[src/rtl/y_pkg.sv]
// Shared definitions for the y_dmux_1to4 demultiplexer.
//   NLANES     : number of output lanes
//   SEL_W      : width of a lane index / select
//   lane_idx_t : lane index type (also the round-robin pointer type)
package y_pkg;

  localparam int NLANES = 4;
  localparam int SEL_W  = 2;

  typedef logic [SEL_W-1:0] lane_idx_t;

  localparam lane_idx_t LANE_STEP = lane_idx_t'(1);

endpackage

[src/rtl/y_lane_reg.sv]
// One output lane: a single-entry holding register with a valid flag.
//   clk, rst_n : clock, asynchronous active-low reset
//   load       : capture load_data this edge (takes priority over drain)
//   load_data  : word to capture
//   drain      : consumer takes the held word this cycle
//   data       : held word (kept after drain, meaningless while valid=0)
//   valid      : lane holds a word
module y_lane_reg #(
  parameter int SIZE = 32
) (
  input  logic            clk,
  input  logic            rst_n,
  input  logic            load,
  input  logic [SIZE-1:0] load_data,
  input  logic            drain,
  output logic [SIZE-1:0] data,
  output logic            valid
);

  always_ff @(posedge clk or negedge rst_n) begin
    if (!rst_n) begin
      data  <= '0;
      valid <= 1'b0;
    end else if (load) begin
      // A refill on the same edge as a drain leaves the lane full.
      data  <= load_data;
      valid <= 1'b1;
    end else if (valid && drain) begin
      valid <= 1'b0;
    end
  end

endmodule

[src/rtl/y_dmux_1to4.sv]
// Registered 1-to-4 demultiplexer with per-lane valid/ready handshakes.
//   clk, rst_n          : clock, asynchronous active-low reset
//   in_data/valid/ready : producer side; in_ready is combinational
//   sel                 : explicit target lane when rr_en=0
//   rr_en               : target the round-robin pointer instead of sel
//   out_data0..3        : lane holding registers
//   out_valid/out_ready : per-lane handshake, bit k = lane k
//   rr_ptr              : round-robin pointer
//   xfer_cnt            : wrapping count of accepted input words
module y_dmux_1to4
  import y_pkg::*;
#(
  parameter int SIZE  = 32,
  parameter int CNT_W = 16
) (
  input  logic             clk,
  input  logic             rst_n,
  input  logic [SIZE-1:0]  in_data,
  input  logic             in_valid,
  output logic             in_ready,
  input  logic [1:0]       sel,
  input  logic             rr_en,
  output logic [SIZE-1:0]  out_data0,
  output logic [SIZE-1:0]  out_data1,
  output logic [SIZE-1:0]  out_data2,
  output logic [SIZE-1:0]  out_data3,
  output logic [3:0]       out_valid,
  input  logic [3:0]       out_ready,
  output logic [1:0]       rr_ptr,
  output logic [CNT_W-1:0] xfer_cnt
);

  localparam logic [CNT_W-1:0] CNT_STEP = CNT_W'(1);

  lane_idx_t       target;
  logic            accept;
  logic [SIZE-1:0] lane_data [NLANES];

  assign target = rr_en ? rr_ptr : sel;

  // Only the target lane gates the producer; a lane that drains this
  // cycle can be refilled this cycle.
  assign in_ready = rst_n & (~out_valid[target] | out_ready[target]);
  assign accept   = in_valid & in_ready;

  for (genvar k = 0; k < NLANES; k++) begin : g_lane
    y_lane_reg #(.SIZE(SIZE)) u_lane (
      .clk       (clk),
      .rst_n     (rst_n),
      .load      (accept && (target == lane_idx_t'(k))),
      .load_data (in_data),
      .drain     (out_ready[k]),
      .data      (lane_data[k]),
      .valid     (out_valid[k])
    );
  end

  assign out_data0 = lane_data[0];
  assign out_data1 = lane_data[1];
  assign out_data2 = lane_data[2];
  assign out_data3 = lane_data[3];

  // The pointer stalls on a blocked lane rather than skipping it.
  always_ff @(posedge clk or negedge rst_n) begin
    if (!rst_n) begin
      rr_ptr   <= '0;
      xfer_cnt <= '0;
    end else if (accept) begin
      xfer_cnt <= xfer_cnt + CNT_STEP;
      if (rr_en) begin
        rr_ptr <= rr_ptr + LANE_STEP;
      end
    end
  end

endmodule

[config.mk]
export PLATFORM = sky130hd
export DESIGN_NAME = y_dmux_1to4
export DESIGN_NICKNAME = d
export VERILOG_FILES = /design/src/rtl/y_pkg.sv /design/src/rtl/y_lane_reg.sv /design/src/rtl/y_dmux_1to4.sv
export SDC_FILE = /design/constraint.sdc
export NUM_CORES = 1
export LEC_CHECK = 0
export CORE_MARGIN = 4
export CORE_UTILIZATION = 40
export DETAILED_ROUTE_END_ITERATION = 8
export GPL_TIMING_DRIVEN = 0
export PLACE_DENSITY = 0.71
export SETUP_SLACK_MARGIN = 0.15
export SLEW_MARGIN = 20
export SYNTH_ARGS = -nofsm -noshare
export SYNTH_HDL_FRONTEND = slang
export SYNTH_SLANG_ARGS = --single-unit
[constraint.sdc]
create_clock -name clk -period 2.56 [get_ports clk]
set_input_delay 0.384 -clock clk [delete_from_list [all_inputs] [get_ports clk]]
set_output_delay 0.384 -clock clk [all_outputs]
set_load 0.01 [all_outputs]
Word-level counts from Yosys, hierarchy flattened
Index checks and enable logic that the tools add are counted.
W data, S select, Z words.
{"block": "word_totals", "register_bits": 150, "in_bits": 42, "output_inout_bits": 151, "word_cells": 47}
{"block": "op_classes", "add_sub_neg": 2, "order_cmp": 1, "eq_ne": 3, "n_mux": 13, "n_bitwise": 4, "reduce_logical": 14}
{"op": "$add A16 B1 Y16 const B", "count": 1}
{"op": "$mux W1", "count": 10}
{"op": "$logic_and A1 B1 Y1", "count": 8}
{"op": "$reduce_bool A2 Y1", "count": 4}
{"op": "$bmux W1 S2", "count": 2}
{"op": "$eq A2 B2 Y1 const B", "count": 2}
{"op": "$lt A2 B3 Y1 const B", "count": 1}
{"op": "$add A2 B1 Y2 const B", "count": 1}
{"op": "$and A1 B1 Y1", "count": 2}
{"op": "$eq A2 B1 Y1 const B", "count": 1}
{"op": "$logic_not A2 Y1", "count": 1}
{"op": "$mux W2", "count": 1}
{"op": "$reduce_and A2 Y1", "count": 1}
{"op": "$not A1 Y1", "count": 1}
{"op": "$or A1 B1 Y1", "count": 1}

Depth between registers and ports, before layout
Gate-level depths: netlist of run 1.
{"block": "depth", "depth_word": 9, "mapped_depth": 7, "mapped_depth_nobuf": 5}

Hierarchy
From an unflattened synthesis of run 1, not the netlist that was laid out.
{"block": "hier_totals", "cells_unflattened": 372, "hier_area_um2": 6443.7}
{"module": "y_lane_reg", "n_inst": 4, "cells_each": 71, "area_each_um2": 1377.6, "seq_area_each_um2": 825.8}
{"module": "y_dmux_1to4", "n_inst": 1, "cells_each": 88, "area_each_um2": 933.4, "seq_area_each_um2": 450.4}

Worst setup path before layout of run 1
No wires, ideal clock.
{"block": "synth_timing", "path_kind": "reg-to-reg", "from": "register rr_ptr[0]", "to": "register g_lane[2].u_lane.data[12]", "setup_ps": 125, "arrival_ps": 1769, "required_ps": 2435, "slack_ps": 667, "stages_incl_launch_ff": 6, "n_path_buf": 1, "cell_sequence": "dfrtp_1 -> mux2i_4 -> nand3_1 -> nor3b_2 -> buf_4 -> mux2_2"}
{"block": "synth_via", "elab_chain_len": 8, "word_cells_on_any_way": 11, "classes_between": "eq/ne (1); mux (5); bitwise (4); reduce/logical (1)"}
{"item": "start: declaration", "line_no": "y_dmux_1to4.sv:29", "source": "output logic [1:0] rr_ptr,"}
{"item": "start signal: assignment", "line_no": "y_dmux_1to4.sv:71", "source": "rr_ptr <= rr_ptr + LANE_STEP;"}
{"item": "$mux W2 *", "line_no": "y_dmux_1to4.sv:39", "source": "assign target = rr_en ? rr_ptr : sel;"}
{"item": "$bmux W1 S2", "line_no": "y_dmux_1to4.sv:43", "source": "assign in_ready = rst_n & (~out_valid[target] | out_ready[target]);"}
{"item": "$mux W1 (implied by the code)", "line_no": "y_dmux_1to4.sv:43"}
{"item": "$not A1 Y1", "line_no": "y_dmux_1to4.sv:43"}
{"item": "$or A1 B1 Y1", "line_no": "y_dmux_1to4.sv:43"}
{"item": "$and A1 B1 Y1", "line_no": "y_dmux_1to4.sv:43"}
{"item": "$and A1 B1 Y1", "line_no": "y_dmux_1to4.sv:44", "source": "assign accept = in_valid & in_ready;"}
{"item": "$logic_and A1 B1 Y1 *", "line_no": "y_dmux_1to4.sv:50", "source": ".load (accept && (target == lane_idx_t'(k))),"}
{"item": "end signal: assignment", "line_no": "y_lane_reg.sv:26", "source": "data <= load_data;"}
{"item": "end: declaration", "line_no": "y_lane_reg.sv:16", "source": "output logic [SIZE-1:0] data,"}
Mark *: on every way between the ends. The rest lies on a longest branch, timed or not. The select of a mux whose other input is x is not followed.
A chain may end at the register's enable or synchronous reset.

Worst setup path in the final report of run 1
{"block": "layout_timing", "from": "input port rr_en", "to": "output port in_ready"}
{"block": "layout_via", "elab_chain_len": 6, "word_cells_on_any_way": 8, "classes_between": "mux (5); bitwise (3)"}
{"item": "start: declaration", "line_no": "y_dmux_1to4.sv:22", "source": "input logic rr_en,"}
{"item": "$mux W2 *", "line_no": "y_dmux_1to4.sv:39"}
{"item": "$bmux W1 S2", "line_no": "y_dmux_1to4.sv:43"}
{"item": "$mux W1 (implied by the code)", "line_no": "y_dmux_1to4.sv:43"}
{"item": "$not A1 Y1", "line_no": "y_dmux_1to4.sv:43"}
{"item": "$or A1 B1 Y1 *", "line_no": "y_dmux_1to4.sv:43"}
{"item": "$and A1 B1 Y1 *", "line_no": "y_dmux_1to4.sv:43"}
{"item": "end: declaration", "line_no": "y_dmux_1to4.sv:20", "source": "output logic in_ready,"}
Marked as above.

==> results of run 1 <==
stage by stage:
| step | hold slack (ns) | util | cell area [um^2] | total power, mW |
|---|---|---|---|---|
| after floorplan | 0.0884 | - | 6090 | 5.97 |
| after global placement | 0.470 | 0.559 | 8250 | 8.64 |
| after detailed placement | 0.374 | 0.561 | 8280 | 8.77 |
| after CTS | -0.0772 | 0.603 | 8890 | 11.4 |
| after global routing | -0.0474 | 0.603 | 8890 | 11.8 |
| final | -0.0838 | 0.603 | 8890 | 11.2 |
cell type report:
class | count | area (um^2)
buffer | 17 | 165
clock buffer | 21 | 450
clock inverter | 11 | 150
fill | 1141 | 5860
inverter | 2 | 7.51
multi-input combinational | 205 | 2170
sequential | 150 | 3750
tap | 184 | 230
timing repair buffer | 195 | 1970
flip-flops by register name, indices dropped and copies added, names as in the netlist:
signal               flops
rr_ptr                   2
g_lane.u_lane.valid      4
xfer_cnt                16
g_lane.u_lane.data     128
cell usage after synthesis (all sizes together):
master    n
ha        1
o21ai     3
nand4     2
nor4b     1
mux2i     4
dfrtp   150
or2       2
a22oi     1
xnor2     9
xor2      8
nor4      1
nand2b    2
nor3b     2
o211ai    3
nand3     8
a211o     1
o211a     1
inv       2
mux2    130
and2      1
nor3      5
a21oi     1
and4      1
nand2     7
nor2      5
and3      4
nor2b     2
buf      17
worst max-delay path by stage:
stage                           endpoint  depth (start not counted)       from
6_report                        in_ready                          6      rr_en
5_1_grt        g_lane[2].u_lane.data[24]                          5  rr_ptr[0]
4_1_cts                         in_ready                          5  rr_ptr[1]
3_5_place_dp                    in_ready                          5      rr_en
3_3_place_gp   g_lane[1].u_lane.data[15]                          5      rst_n
2_1_floorplan  g_lane[2].u_lane.data[12]                          5  rr_ptr[0]
worst max-delay path: stages:
cell and delay, ns:
clkdlybuf4s15_1 0.34, mux2i_4 0.38, mux2i_1 0.27, nand2_1 0.07, o211a_1 0.13, dlygate4sd2_1 0.29
cells by family (layout without fill, tap and decap cells):
| group | Yosys count | after routing |
|---|---|---|
| AO/OA/AOI/OAI | 10 | 10 |
| XOR/XNOR | 17 | 17 |
| adder cells (fa/ha/maj) | 1 | 1 |
| buffers and inverters | 19 | 246 |
| flip-flops | 150 | 150 |
| multiplexers | 134 | 134 |
| AND/OR/NAND/NOR | 43 | 43 |
per-layer routing:
metal  vias to the layer above  track usage  part of all wire  routed length (um)
li1                       1749            -                 -                   -
met1                      1958        0.210              0.42                6150
met2                       127        0.277              0.49                7140
met3                        20       0.0703             0.075                1090
met4                         0       0.0583             0.017                 252
met5                         -            0                 0                   0
where the power goes:
group | switching [mW] | internal, mW
sequential | 0.660 | 3.47
combinational | 1.63 | 2.93
clock | 0.952 | 1.56
total | 3.24 | 7.97
what timing repair did:
item | 4_1_cts | 5_1_grt
endpoints found under the hold margin | 67 | 67
setup endpoints to repair | 60 | 0
resized for setup | 3 | 0
buffers inserted | 2 | 0
==> flow_metrics.tcl, run 1 <==
set metrics [dict create \
    synth_xor_area_frac 0.0244 \
    period_share 0.878 \
    grt_pass1_wl_um 23600 \
    reg2reg_depth 5 \
    max_freq_ghz 0.445 \
    hpwl_um 10400 \
    rsz0062_at_grt "false" \
    yosys-top-cells-area "dfrtp_1 62%, mux2_2 17%, mux2_4 7.4%" \
    routabilityCongestion 0.746 \
    hold_viol 67 \
    end_kind "output pin" \
    cts.sinks 150 \
    syn_to_final_growth_pct 45.9 \
    syn_area_per_cell_um2 16.3 \
    drt_iter0_drc 145 \
    finalNetCount 631 \
    yosys_warnings 0 \
    io-pin-count 193 \
    grt_pass1_vias 4307 \
    slew_viol_final 0 \
    drcViolationCount 0 \
    tightest_slew_ns 0.610 \
    ant_nets 0 \
    fin_setup_tns_ns 0 \
    startpoint_type "primary input" \
    core_area_um2 14800 \
    setup_viol 0 \
    die_h_um 131 \
    netlist.area_leader.share 0.616 \
    syn_nets 417 \
    synth_simple_gate_area_frac 0.0443 \
    violations "negative hold slack" \
    start_util 0.413 \
    placedCellCount 751 \
    synthAdderAreaFrac 0.00205 \
    yosysTopAreaCell "dfrtp_1" \
    cp.required_ns 2.18 \
    ys_seq_area_frac 0.616 \
    r2r_end "g_lane[2].u_lane.data[30]" \
    layout_commonest_cell "clkdlybuf4s50_1" \
    grt-ovfl-total 0 \
    via_per_inst 4.91 \
    vias 3854 \
    final_cell_mix "189 x clkdlybuf4s50_1, 150 x dfrtp_1, 94 x mux2_2" \
    critical_path_arrival_ns 1.86 \
    drive_gt1_frac 0.306 \
    routed_wl_um 14600 \
    die_area_um2 17300 \
    ys_seq_elements 150 \
    clkTransAtPathRegs_ns 0.06 \
    rrSetupSlack_ns 0.37 \
    antenna_found_initial 0 \
    hold_class "primary input to asynchronous set/reset pin" \
    drv_cap 0 \
    finClkSkew_ns 0.0138 \
    antenna_cells 0 \
    p_leak_nw 3.79 \
    syn_inst 374 \
    grt_max_degree 84 \
    setup_slack_ns 0.312 \
    io_buffers 192 \
    ys_types 34 \
    synth_area_um2 6090 \
    firstDrtPassIters 4 \
    period_minus_slack_ns 2.25 \
    insertion_delay_ns 0.42 \
    critical_path_class "primary input to output pin" \
    power_density_nw_per_um2 1260 \
    pre_cts_slack_ns -0.443 \
    htreeDepth 4 \
    die_w_um 131 \
    numCtsBuffers 17 \
    synth_top_family_by_area "multiplexers" \
    muxShareOfSynthArea 0.271 \
    cts_tree "yes" \
    peakVddDrop_v 0.000626 \
    max_slew_margin 0.590 \
    grt_use_total 0.172 \
    fin_hold_ws_ns -0.0838 \
    cts_root_buf "clkbuf_16" \
    synth_compound_area_frac 0.0135 \
    r2r-start "rr_ptr[0]" \
    status "finished with violations" \
    wire_per_inst_um 18.6 \
    cts_buffer_depth 2 \
    rows 44 \
    path_max_fanout 4 \
    finalNonFillerCells 785 \
]
(Power assumes the default switching activity.)
==> inputs of run 2 (changes only) <==
--- a/config.mk
+++ b/config.mk
@@ -6,10 +6,10 @@
 export NUM_CORES = 1
 export LEC_CHECK = 0
 export CORE_MARGIN = 4
-export CORE_UTILIZATION = 40
+export CORE_UTILIZATION = 46
 export DETAILED_ROUTE_END_ITERATION = 8
 export GPL_TIMING_DRIVEN = 0
-export PLACE_DENSITY = 0.71
+export PLACE_DENSITY = 0.79
 export SETUP_SLACK_MARGIN = 0.15
 export SLEW_MARGIN = 20
 export SYNTH_ARGS = -nofsm -noshare
==> run 2 against run 1 <==
Fmax down 0.45%. Non-clock buffer count rose by 4. The flow now finishes without violations. Total power is 0.15% higher. Sequential cell count is the same.
==> flow_metrics.tcl, run 2 (synthesized netlist as in run 1, its figures left out) <==
set metrics [dict create \
    status "completed" \
    die_h_um 123 \
    hold_start "rr_en" \
    rows 41 \
    setup_viol 0 \
    pre_cts_slack_ns -0.462 \
    r2r-start "rr_ptr[0]" \
    via_per_inst 5.04 \
    io-pin-count 193 \
    grt_use_total 0.200 \
    top_regs "g_lane.u_lane.data (128), xfer_cnt (16), g_lane.u_lane.valid (4)" \
    reg2reg_depth 5 \
    die_area_um2 15200 \
    die_w_um 123 \
    routabilityCongestion 0.815 \
    drive_gt1_frac 0.311 \
    core_area_um2 12800 \
    finClkSkew_ns 0.00546 \
    fin_setup_tns_ns 0 \
    p_leak_nw 3.81 \
    critPathMaxStageDelay_ns 0.46 \
    critical_path_arrival_ns 2.56 \
    setup_slack_ns 0.302 \
    final_cell_mix "189 x clkdlybuf4s50_1, 150 x dfrtp_1, 94 x mux2_2" \
    clkTransAtPathRegs_ns 0.06 \
    top_register "g_lane.u_lane.data" \
    vias 3915 \
    grt_pass1_wl_um 23100 \
    cts_tree "yes" \
    htreeDepth 4 \
    start_util 0.477 \
    r2r_end "g_lane[2].u_lane.data[20]" \
    numCtsBuffers 17 \
    io_buffers 192 \
    period_minus_slack_ns 2.26 \
    gr-usage-met1 0.254 \
    wire_per_inst_um 18.9 \
    worstPathCellList "mux2i_4, nand3_1, nor3b_2, buf_4, mux2_2" \
    cts.sinks 150 \
    antenna_cells 0 \
    path_max_fanout 10 \
    fin_util 0.699 \
    slew_viol_final 0 \
    cts_buffer_depth 2 \
    tightest_slew_ns 0.603 \
    peakVddDrop_v 0.000874 \
    rsz0062_at_grt "false" \
    drcViolationCount 0 \
    met3_usage 0.0769 \
    hold_class "primary input to register" \
    antenna_found_initial 0 \
    grt_busiest_layer "met2" \
    drt_iter0_drc 207 \
    layout_commonest_cell "clkdlybuf4s50_1" \
    grt_max_degree 86 \
    grt-ovfl-total 0 \
    end_kind "register" \
    power_density_nw_per_um2 1260 \
    rrSetupSlack_ns 0.30 \
    insertion_delay_ns 0.42 \
    syn_to_final_growth_pct 46.4 \
    holdPathEnd "rr_ptr[1]" \
    max_freq_ghz 0.443 \
    holdPathStages 3 \
    largest_reg_flops 128 \
    ant_nets 0 \
    routed_wl_um 14700 \
    firstDrtPassIters 4 \
    max_slew_margin 0.595 \
    cp.required_ns 2.86 \
    hold_viol 0 \
    grt_use_met2 0.316 \
    drv_cap 0 \
    hpwl_um 10100 \
    grt_pass1_vias 4165 \
    critical_path_class "register to register" \
    cts_root_buf "clkbuf_16" \
    period_share 0.882 \
    finalNetCount 635 \
    cp_slowest_cell "nor3b_2" \
    startpoint_type "register" \
]
==> run 2: changes by cell type in the layout (fill, tap and decap cells not counted) <==
cell / before / now
buf_16: 1 / 2
clkbuf_8: 1 / 0
clkinvlp_4: 2 / 3
clkdlybuf4s15_1: 1 / 0
buf_4: 9 / 11
clkdlybuf4s15_2: 0 / 1
clkinv_4: 3 / 2
clkinv_2: 2 / 3
dlygate4sd3_1: 0 / 1
==> run 2: layer usage <==
| metal | vias up | share of wire |
|---|---|---|
| met3 | 20 | 0.078 |
| met4 | 0 | 0.015 |
| met1 | 1994 | 0.42 |
| met5 | - | 0 |
| li1 | 1760 | - |
| met2 | 141 | 0.49 |
==> run 2: critical path: cells and delay by family (launching register included) <==
family        cells  cell delay (ns)
buf+inv           1             0.32
flops             1             0.45
simple gates      2             0.67
mux               2             0.69
==> run 2: per-stage QoR <==
step	total power [mW]	hold slack (ns)	std cells	cell area [um^2]
floorplan	5.97	0.0884	374	6090
global placement	8.62	0.469	738	8230
detailed placement	8.77	0.372	739	8260
CTS	11.4	0.439	777	8920
global route	11.8	0.464	777	8920
finish	11.2	0.462	777	8920
==> run 2: area by class of cell <==
type,instances,area [um^2]
fill,864,3850
timing repair buffer,199,2020
clock buffer,20,437
buffer,17,165
tap,172,215
multi-input combinational,205,2170
clock inverter,12,154
sequential,150,3750
inverter,2,7.51
==> run 2: worst max-delay path by stage <==
stage	slack [ns]	start	cells past startpoint	to
detailed placement	-0.46	rr_en	5	in_ready
finish	0.30	rr_ptr[0]	5	g_lane[2].u_lane.data[20]
CTS	0.30	rr_ptr[1]	5	in_ready
global route	0.19	rr_ptr[0]	5	g_lane[2].u_lane.data[20]
global placement	-5.80	rst_n	5	g_lane[1].u_lane.data[16]
floorplan	0.67	rr_ptr[0]	5	g_lane[2].u_lane.data[12]
==> run 2: where the power goes <==
part / leakage, nW / total [mW] / internal, mW / switching (mW)
clock network: 0.280 / 2.50 / 1.53 / 0.964
logic: 1.70 / 4.60 / 2.95 / 1.65
registers: 1.82 / 4.12 / 3.47 / 0.651
total: 3.81 / 11.2 / 7.96 / 3.26
==> run 2: timing repair <==
| action | in CTS | in global routing |
|---|---|---|
| gates resized for setup | 4 | 0 |
| hold endpoints to repair | 65 | 0 |
| setup endpoints to repair | 60 | 0 |
| buffers inserted | 4 | 0 |
| hold buffers | 2 | 0 |
